===== config.mk =====
export PLATFORM = sky130hd
export DESIGN_NAME = mem_wb_stage_flat
export DESIGN_NICKNAME = d
export VERILOG_FILES = /design/src/rtl/mips_pkg.sv /design/src/rtl/mem_wb_stage_if.sv /design/src/rtl/mem_wb_stage_data_memory.sv /design/src/rtl/mem_wb_stage.sv /design/src/flat_wrapper.sv
export SDC_FILE = /design/constraint.sdc
export NUM_CORES = 2
export LEC_CHECK = 0
export CORE_UTILIZATION = 45
export CTS_CLUSTER_DIAMETER = 120
export DETAILED_ROUTE_END_ITERATION = 6
export GPL_TIMING_DRIVEN = 0
export PLACE_DENSITY_LB_ADDON = 0.2
export SLEW_MARGIN = 20
export SYNTH_ARGS = -nofsm -noshare
export SYNTH_HDL_FRONTEND = slang
export SYNTH_HIERARCHICAL = 1
export SYNTH_SLANG_ARGS = --single-unit

===== constraint.sdc =====
create_clock -name clk -period 5.4 [get_ports clk]
set_input_delay 1.08 -clock clk [delete_from_list [all_inputs] [get_ports clk]]
set_output_delay 1.08 -clock clk [all_outputs]
set_load 0.02 [all_outputs]

===== src/rtl/mips_pkg.sv =====
// mips_pkg: shared widths and the EX/MEM control bundle for the 16-bit MIPS pipeline.
package mips_pkg;
  localparam int DATA_W = 16;
  localparam int REG_AW = 3;
  typedef struct packed {
    logic mem_read;
    logic mem_write;
    logic branch;
    logic mem_to_reg;
    logic reg_write;
  } ex_mem_ctl_t;
endpackage


===== src/rtl/mem_wb_stage_if.sv =====
// mem_wb_stage_if: execute-stage results in, branch redirect and write-back port out.
interface mem_wb_stage_if;
  import mips_pkg::*;
  logic              ex_valid;
  logic [DATA_W-1:0] ex_alu_result;
  logic [DATA_W-1:0] ex_store_data;
  logic [REG_AW-1:0] ex_dest_reg;
  logic              ex_mem_read;
  logic              ex_mem_write;
  logic              ex_branch;
  logic              ex_zero;
  logic [DATA_W-1:0] ex_branch_target;
  logic              ex_mem_to_reg;
  logic              ex_reg_write;
  logic              pc_src;
  logic [DATA_W-1:0] branch_target;
  logic              flush;
  logic              wb_reg_write;
  logic [REG_AW-1:0] wb_write_register;
  logic [DATA_W-1:0] wb_write_data;
  modport master (
    output ex_valid, ex_alu_result, ex_store_data, ex_dest_reg, ex_mem_read, ex_mem_write,
           ex_branch, ex_zero, ex_branch_target, ex_mem_to_reg, ex_reg_write,
    input  pc_src, branch_target, flush, wb_reg_write, wb_write_register, wb_write_data
  );
  modport slave (
    input  ex_valid, ex_alu_result, ex_store_data, ex_dest_reg, ex_mem_read, ex_mem_write,
           ex_branch, ex_zero, ex_branch_target, ex_mem_to_reg, ex_reg_write,
    output pc_src, branch_target, flush, wb_reg_write, wb_write_register, wb_write_data
  );
endinterface


===== src/rtl/mem_wb_stage_data_memory.sv =====
// data_memory: word-addressed RAM, asynchronous read, synchronous write, contents never reset.
module data_memory #(
  parameter int AW = 8,
  parameter int DW = 16
) (
  input  logic          clk,
  input  logic          we_i,
  input  logic [AW-1:0] addr_i,
  input  logic [DW-1:0] wdata_i,
  output logic [DW-1:0] rdata_o
);
  logic [DW-1:0] mem_q [2**AW];
  always_ff @(posedge clk) if (we_i) mem_q[addr_i] <= wdata_i;
  assign rdata_o = mem_q[addr_i];
endmodule


===== src/rtl/mem_wb_stage.sv =====
// mem_wb_stage: EX/MEM register, data memory, MEM/WB register and write-back mux.
// Define MEM_ALIGN_CHECK_EN to add the sticky align_err output and suppress misaligned accesses.
module mem_wb_stage
  import mips_pkg::*;
#(
  parameter int DMEM_AW = 8
) (
  input logic clk,
  input logic rst_n,
`ifdef MEM_ALIGN_CHECK_EN
  output logic align_err,
`endif
  mem_wb_stage_if.slave bus
);
  logic              m_valid_q, m_zero_q;
  logic [DATA_W-1:0] m_alu_q, m_store_q, m_tgt_q;
  logic [REG_AW-1:0] m_dest_q;
  ex_mem_ctl_t       m_ctl_q, m_ctl_d;
  logic              w_valid_q, w_reg_write_q, w_reg_write_d, w_mem_to_reg_q;
  logic [REG_AW-1:0] w_dest_q;
  logic [DATA_W-1:0] w_alu_q, w_mem_q, rd_data;
  logic              mem_we, misalign;
  assign m_ctl_d = '{mem_read:   bus.ex_mem_read,
                     mem_write:  bus.ex_mem_write,
                     branch:     bus.ex_branch,
                     mem_to_reg: bus.ex_mem_to_reg,
                     reg_write:  bus.ex_reg_write};
`ifdef MEM_ALIGN_CHECK_EN
  logic align_err_q;
  assign misalign  = m_valid_q & (m_ctl_q.mem_read | m_ctl_q.mem_write) & m_alu_q[0];
  assign align_err = align_err_q;
  always_ff @(posedge clk or negedge rst_n)
    if (!rst_n) align_err_q <= 1'b0;
    else        align_err_q <= align_err_q | misalign;
`else
  assign misalign = 1'b0;
`endif
  assign bus.pc_src        = m_valid_q & m_ctl_q.branch & m_zero_q;
  assign bus.flush         = bus.pc_src;
  assign bus.branch_target = m_tgt_q;
  assign mem_we            = m_valid_q & m_ctl_q.mem_write & ~misalign;
  assign w_reg_write_d     = m_ctl_q.reg_write & ~(misalign & m_ctl_q.mem_read);
  data_memory #(.AW(DMEM_AW), .DW(DATA_W)) u_dmem (
    .clk     (clk),
    .we_i    (mem_we),
    .addr_i  (m_alu_q[DMEM_AW:1]),
    .wdata_i (m_store_q),
    .rdata_o (rd_data)
  );
  // The instruction behind a taken branch is squashed as it enters M.
  always_ff @(posedge clk or negedge rst_n)
    if (!rst_n) begin
      m_valid_q <= 1'b0;
      m_zero_q  <= 1'b0;
      m_alu_q   <= '0;
      m_store_q <= '0;
      m_tgt_q   <= '0;
      m_dest_q  <= '0;
      m_ctl_q   <= '0;
    end else begin
      m_valid_q <= bus.ex_valid & ~bus.pc_src;
      m_zero_q  <= bus.ex_zero;
      m_alu_q   <= bus.ex_alu_result;
      m_store_q <= bus.ex_store_data;
      m_tgt_q   <= bus.ex_branch_target;
      m_dest_q  <= bus.ex_dest_reg;
      m_ctl_q   <= m_ctl_d;
    end
  always_ff @(posedge clk or negedge rst_n)
    if (!rst_n) begin
      w_valid_q      <= 1'b0;
      w_reg_write_q  <= 1'b0;
      w_mem_to_reg_q <= 1'b0;
      w_dest_q       <= '0;
      w_alu_q        <= '0;
      w_mem_q        <= '0;
    end else begin
      w_valid_q      <= m_valid_q;
      w_reg_write_q  <= w_reg_write_d;
      w_mem_to_reg_q <= m_ctl_q.mem_to_reg;
      w_dest_q       <= m_dest_q;
      w_alu_q        <= m_alu_q;
      w_mem_q        <= rd_data;
    end
  assign bus.wb_write_data     = w_mem_to_reg_q ? w_mem_q : w_alu_q;
  assign bus.wb_reg_write      = w_valid_q & w_reg_write_q & (w_dest_q != '0);
  assign bus.wb_write_register = w_dest_q;
endmodule

===== src/flat_wrapper.sv =====
// flat-port wrapper written by rule: the top's interface ports become plain ports
module mem_wb_stage_flat import mips_pkg::*;
#(
  parameter int DMEM_AW = 8
)
  (clk, rst_n, bus_ex_valid, bus_ex_alu_result, bus_ex_store_data, bus_ex_dest_reg, bus_ex_mem_read, bus_ex_mem_write, bus_ex_branch, bus_ex_zero, bus_ex_branch_target, bus_ex_mem_to_reg, bus_ex_reg_write, bus_pc_src, bus_branch_target, bus_flush, bus_wb_reg_write, bus_wb_write_register, bus_wb_write_data);
  mem_wb_stage_if bus_i ();
  input logic clk;
  input logic rst_n;
  input wire logic [$bits(bus_i.ex_valid)-1:0] bus_ex_valid;
  input wire logic [$bits(bus_i.ex_alu_result)-1:0] bus_ex_alu_result;
  input wire logic [$bits(bus_i.ex_store_data)-1:0] bus_ex_store_data;
  input wire logic [$bits(bus_i.ex_dest_reg)-1:0] bus_ex_dest_reg;
  input wire logic [$bits(bus_i.ex_mem_read)-1:0] bus_ex_mem_read;
  input wire logic [$bits(bus_i.ex_mem_write)-1:0] bus_ex_mem_write;
  input wire logic [$bits(bus_i.ex_branch)-1:0] bus_ex_branch;
  input wire logic [$bits(bus_i.ex_zero)-1:0] bus_ex_zero;
  input wire logic [$bits(bus_i.ex_branch_target)-1:0] bus_ex_branch_target;
  input wire logic [$bits(bus_i.ex_mem_to_reg)-1:0] bus_ex_mem_to_reg;
  input wire logic [$bits(bus_i.ex_reg_write)-1:0] bus_ex_reg_write;
  output wire logic [$bits(bus_i.pc_src)-1:0] bus_pc_src;
  output wire logic [$bits(bus_i.branch_target)-1:0] bus_branch_target;
  output wire logic [$bits(bus_i.flush)-1:0] bus_flush;
  output wire logic [$bits(bus_i.wb_reg_write)-1:0] bus_wb_reg_write;
  output wire logic [$bits(bus_i.wb_write_register)-1:0] bus_wb_write_register;
  output wire logic [$bits(bus_i.wb_write_data)-1:0] bus_wb_write_data;
  assign bus_i.ex_valid = bus_ex_valid;
  assign bus_i.ex_alu_result = bus_ex_alu_result;
  assign bus_i.ex_store_data = bus_ex_store_data;
  assign bus_i.ex_dest_reg = bus_ex_dest_reg;
  assign bus_i.ex_mem_read = bus_ex_mem_read;
  assign bus_i.ex_mem_write = bus_ex_mem_write;
  assign bus_i.ex_branch = bus_ex_branch;
  assign bus_i.ex_zero = bus_ex_zero;
  assign bus_i.ex_branch_target = bus_ex_branch_target;
  assign bus_i.ex_mem_to_reg = bus_ex_mem_to_reg;
  assign bus_i.ex_reg_write = bus_ex_reg_write;
  assign bus_pc_src = bus_i.pc_src;
  assign bus_branch_target = bus_i.branch_target;
  assign bus_flush = bus_i.flush;
  assign bus_wb_reg_write = bus_i.wb_reg_write;
  assign bus_wb_write_register = bus_i.wb_write_register;
  assign bus_wb_write_data = bus_i.wb_write_data;
  mem_wb_stage #(.DMEM_AW(DMEM_AW)) u_core (.clk(clk), .rst_n(rst_n), .bus(bus_i));
endmodule

[Word level (Yosys, flattened, before mapping)]
Memories as Yosys holds them, arrays and structs flattened. A register that Yosys moved wholly into a read port is not among the register bits.
Index checks and enable logic that the tools add are counted.
Word-level totals
  memories: 1
  logic and storage cells: 28
  register bits: 79
  bits of input ports: 60
  memory bits (writable): 4096
  bits in latches: 0
  memory bits (read-only): 0
Memories
  u_core.u_dmem.mem_q: words 256, bits a word 16, read ports 1, clocked after Yosys merged registers in 1, write ports 1, line mem_wb_stage_data_memory.sv:12  | logic [DW-1:0] mem_q [2**AW];
Operators by class
  $lt $le $gt $ge: 0
  add/sub/neg operators: 0
  shift operators: 0
  multiply operators: 0
  bitwise gates (word level): 7
  divide/modulo/power cells: 0
  equal/unequal tests: 0
  muxes and demuxes: 3
  reductions and logical operators: 2
Operator list (count)
  $mux 16: 1
  $and 1x1->1: 6
  $reduce_bool 3->1: 1
  $mux 1: 2
  $logic_not 1->1: 1
  $not 1->1: 1

[Longest topological paths before layout]
  depth after elaboration: 4
  depth in mapped cells: 10
  depth with buffers taken out: 5

[Modules after synthesis]
The synthesis kept the hierarchy.
By module, submodules not included
  data_memory: times used 1, area each 155078.7 sq um, cells an instance 6711
  mem_wb_stage: times used 1, area each 2662.6 sq um, cells an instance 118

[Worst setup path before layout]
Ideal clock, no wire load.
  path kind: register to register
  from: register u_core.m_store_q[0]
  to: memory u_core.u_dmem.mem_q[0][0], data pin
  arrival time: 3.169 ns
  path buffers: 0
  path slack: 1.431 ns
  cell stages (with the launch flop): 1
  period minus slack after synthesis: 3.969 ns
  path through: dfrtp_1
RTL lines
  start, declared: line mem_wb_stage.sv:16  | logic [DATA_W-1:0] m_alu_q, m_store_q, m_tgt_q;
  start signal, assigned: line mem_wb_stage.sv:64  | m_store_q <= bus.ex_store_data;
  end, declared: line mem_wb_stage_data_memory.sv:12
Straight into the memory's write port.

==> results.sh <==
export IMPL_clk_pin_slew_ns=0.06
export IMPL_place_hpwl_microns=318000
export IMPL_final_hold_violation_count=0
export IMPL_post_route_min_period_ns=5.39
export IMPL_clk_latency_ns=1.01
export IMPL_layout_setup_ws_ns=0.00740
export IMPL_cp_arrival_ns=6.04
export IMPL_yosys_warnings=6
export IMPL_rsz0062_at_grt="false"
export IMPL_synth_top_area_share_pct=78.0
export IMPL_max_cap_violations=0
export IMPL_status="finished clean"
export IMPL_grt_max_degree=71
export IMPL_power_leakage_uw=0.0568
export IMPL_synth_area_sq_mm=0.158
export IMPL_grt_pass1_wl_microns=632000
export IMPL_synth_area_per_cell_sq_um=23.1
export IMPL_detail_route_antenna_nets=0
export IMPL_nFillCells=26700
export IMPL_via_per_inst=6.23
export IMPL_cts_made_buffers=425
export IMPL_synth_edff_count=4096
export IMPL_dp_cells=11900
export IMPL_ys_types=27
export IMPL_worstHoldEndpoint="u_core/w_mem_to_reg_q$_DFF_PN0_"
export IMPL_floorplan_initialDensity_pct=45.2
export IMPL_drc=0
export IMPL_gp_congestion=0.914
export IMPL_portBuffers=96
export IMPL_setup_viol=0
export IMPL_critPathMaxFanout=10
export IMPL_r2r_start="u_core/m_alu_q[2]$_DFF_PN0_"
export IMPL_pwr_density_cell_mw_per_mm2=366
export IMPL_fp_dieH_microns=594
export IMPL_synth_ff_type="edfxtp_1"
export IMPL_irDropWorstVdd_v=0.000291
export IMPL_worst_pin_slew_ns=1.25
export IMPL_clock_skew_ns=0.0949
export IMPL_wl_per_cell_microns=36.3
export IMPL_ctsRootBufferMaster="clkbuf_16"
export IMPL_cts_tree="done"
export IMPL_grt_use_total_pct=25.8
export IMPL_first_pass_iters=6
export IMPL_critPathKind="flip-flop to flip-flop"
export IMPL_relSlewSlack_pct=15.3
export IMPL_period_share_pct=99.9
export IMPL_drive_gt1_share_pct=30.4
export IMPL_maxSlewViolCount=0
export IMPL_synth_area_leaders="edfxtp_1 78%, mux4_2 15%, a22oi_1 2.4%, dfrtp_1 1.5%, a21oi_1 0.81%"
export IMPL_antenna_found_initial=16
export IMPL_syn_inst=6829
export IMPL_fmax_mhz=185
export IMPL_via_count=78800
export IMPL_grt_overflow_total=0
export IMPL_holdPathStages=0
export IMPL_cp_data_required_time_ns=6.05
export IMPL_synth_area_leader_cell="edfxtp_1"
export IMPL_die_w_microns=594
export IMPL_ys_seq_area_share_pct=79.5
export IMPL_fp_dieArea_sq_mm=0.353
export IMPL_async_flop_share_pct=2.27
export IMPL_grt_pass1_vias=78800
export IMPL_cts_htree_levels=5
export IMPL_dp_slack_ns=-0.980
export IMPL_reg2reg_to="u_core/w_mem_q[10]$_DFF_PN0_"
export IMPL_r2r_slack_ns=0.007
export IMPL_syn_nets=6889
export IMPL_yosysMostFrequentCell="edfxtp_1"
export IMPL_totalWireLength_microns=459000
export IMPL_crit_path_end_kind="flip-flop"
export IMPL_drt_initial_drc_count=10800
export IMPL_cts_sinks=4191
export IMPL_reg2reg_depth=9
export IMPL_hp_class="flip-flop to flip-flop"
export IMPL_cp_start_kind="flip-flop"
export IMPL_core_sq_mm=0.349
export IMPL_hp_start="u_core/m_ctl_q[1]$_DFF_PN0_"
export IMPL_io_pins=98
export IMPL_layoutNonFillerInstCount=12700
export IMPL_num_nets_final=7762
export IMPL_rows=217
export IMPL_synth_commonest_cells="4096 x edfxtp_1, 1024 x mux4_2, 512 x a22oi_1, 256 x a21oi_1, 249 x clkbuf_1"
export IMPL_ys_seq_elements=4191
export IMPL_cts_root_to_sink_buffers=4
export IMPL_area_growth_pct=16.8
[cells by family (layout without fill, tap and decap cells)]
logic type | count (synthesis) | in the layout | synth area share [%]
flip-flops | 4191 | 4191 | 79.5
multiplexers | 1040 | 1040 | 14.8
AO/OA/AOI/OAI | 833 | 833 | 3.61
buffers and inverters | 424 | 1644 | 1.24
AND/OR/NAND/NOR | 341 | 341 | 0.906
other | 0 | 7 | 0
[report_power, final]
part | total [uW] | switching, uW | leakage, uW | internal, uW
Combinational | 3470 | 2290 | 0.0125 | 1180
Clock | 28100 | 12200 | 0.00641 | 15900
Sequential | 35900 | 116 | 0.0379 | 35800
[worst max-delay path, cell delays in order (launching register included)]
cell	delay, ns
dfrtp_1	0.34
clkbuf_1	0.41
buf_4	0.50
clkbuf_2	0.60
clkbuf_1	0.56
mux4_2	0.40
a22oi_1	0.46
a21oi_1	0.46
o41ai_2	0.74
nand4_1	0.53
[placed cells by master (no fill, tap or decap), types with 56 or more instances in the layout]
| master | instances |
|---|---|
| buf_8 | 89 |
| buf_2 | 84 |
| buf_6 | 152 |
| mux4_2 | 1024 |
| a21oi_1 | 256 |
| clkdlybuf4s50_1 | 95 |
| edfxtp_1 | 4096 |
| buf_16 | 56 |
| buf_4 | 71 |
| a22oi_1 | 512 |
| clkinv_1 | 109 |
| nor2_2 | 202 |
| clkbuf_1 | 310 |
| clkbuf_16 | 433 |
| dfrtp_1 | 79 |
| clkinv_2 | 63 |
[state kept, by name (all words and copies together) (netlist names), 3 cells and up]
register                      count
u_core/bus.branch_target         16
u_core/bus.wb_write_register      3
u_core/m_alu_q                   16
u_core/m_ctl_q                    3
u_core/m_dest_q                   3
u_core/m_store_q                 16
u_core/u_dmem/mem_q            4096
u_core/w_alu_q                   16
u_core/w_mem_q                   16
[area by class of cell]
type	instances	area, sq um	share of cell area, %
Tap cell	4599	5750	3.12
Clock inverter	229	1900	1.03
Antenna cell	7	17.5	0.00951
Buffer	419	2070	1.12
Clock buffer	545	11300	6.12
Multi-Input combinational cell	2214	31600	17.1
Sequential cell	4191	125000	68.1
Timing Repair Buffer	450	6160	3.35
Inverter	1	3.75	0.00204
[worst max path at each step]
| stage | startpoint | end | slack (ns) | depth (start not counted) |
|---|---|---|---|---|
| 2_1_floorplan | u_core/m_store_q[0]$_DFF_PN0_ | u_core/u_dmem/mem_q[0][0]$_DFFE_PP_ | 1.43 | 0 |
| 5_1_grt | u_core/m_alu_q[2]$_DFF_PN0_ | u_core/w_mem_q[10]$_DFF_PN0_ | 0.01 | 9 |
| 6_report | u_core/m_alu_q[2]$_DFF_PN0_ | u_core/w_mem_q[10]$_DFF_PN0_ | 0.007 | 9 |
| 3_5_place_dp | u_core/m_alu_q[2]$_DFF_PN0_ | u_core/w_mem_q[14]$_DFF_PN0_ | -0.98 | 9 |
| 3_3_place_gp | u_core/m_store_q[7]$_DFF_PN0_ | u_core/u_dmem/mem_q[44][7]$_DFFE_PP_ | -3.76 | 0 |
| 4_1_cts | u_core/m_alu_q[3]$_DFF_PN0_ | u_core/u_dmem/mem_q[85][6]$_DFFE_PP_ | -0.02 | 9 |
[through the flow]
stage | area, sq um | util [%] | hold WS (ns) | power, uW | TNS (ns)
6_report | 184000 | 52.8 | 0.345 | 67400 | 0
4_1_cts | 184000 | 52.7 | 0.346 | 67800 | -0.0447
2_1_floorplan | 158000 | - | 0.331 | 38300 | 0
3_5_place_dp | 171000 | 48.9 | 0.336 | 40000 | -820.67
3_3_place_gp | 164000 | 47.1 | 0.332 | 40000 | -
5_1_grt | 184000 | 52.8 | 0.360 | 69100 | 0
[timing repair]
action	4_1_cts	5_1_grt
endpoints found under the setup margin	2120	76
buffers inserted	0	0
hold buffers	1	0
resized for setup	37	5
hold endpoints to repair	41	0
[routing by layer]
layer  routed length [microns]  global-route usage [%]
met3                     44400                    5.86
met1                    173000                    34.7
met5                        24                       0
met4                     24600                    11.9
met2                    217000                    40.5
Note: power is estimated with default switching activity, not from simulation.
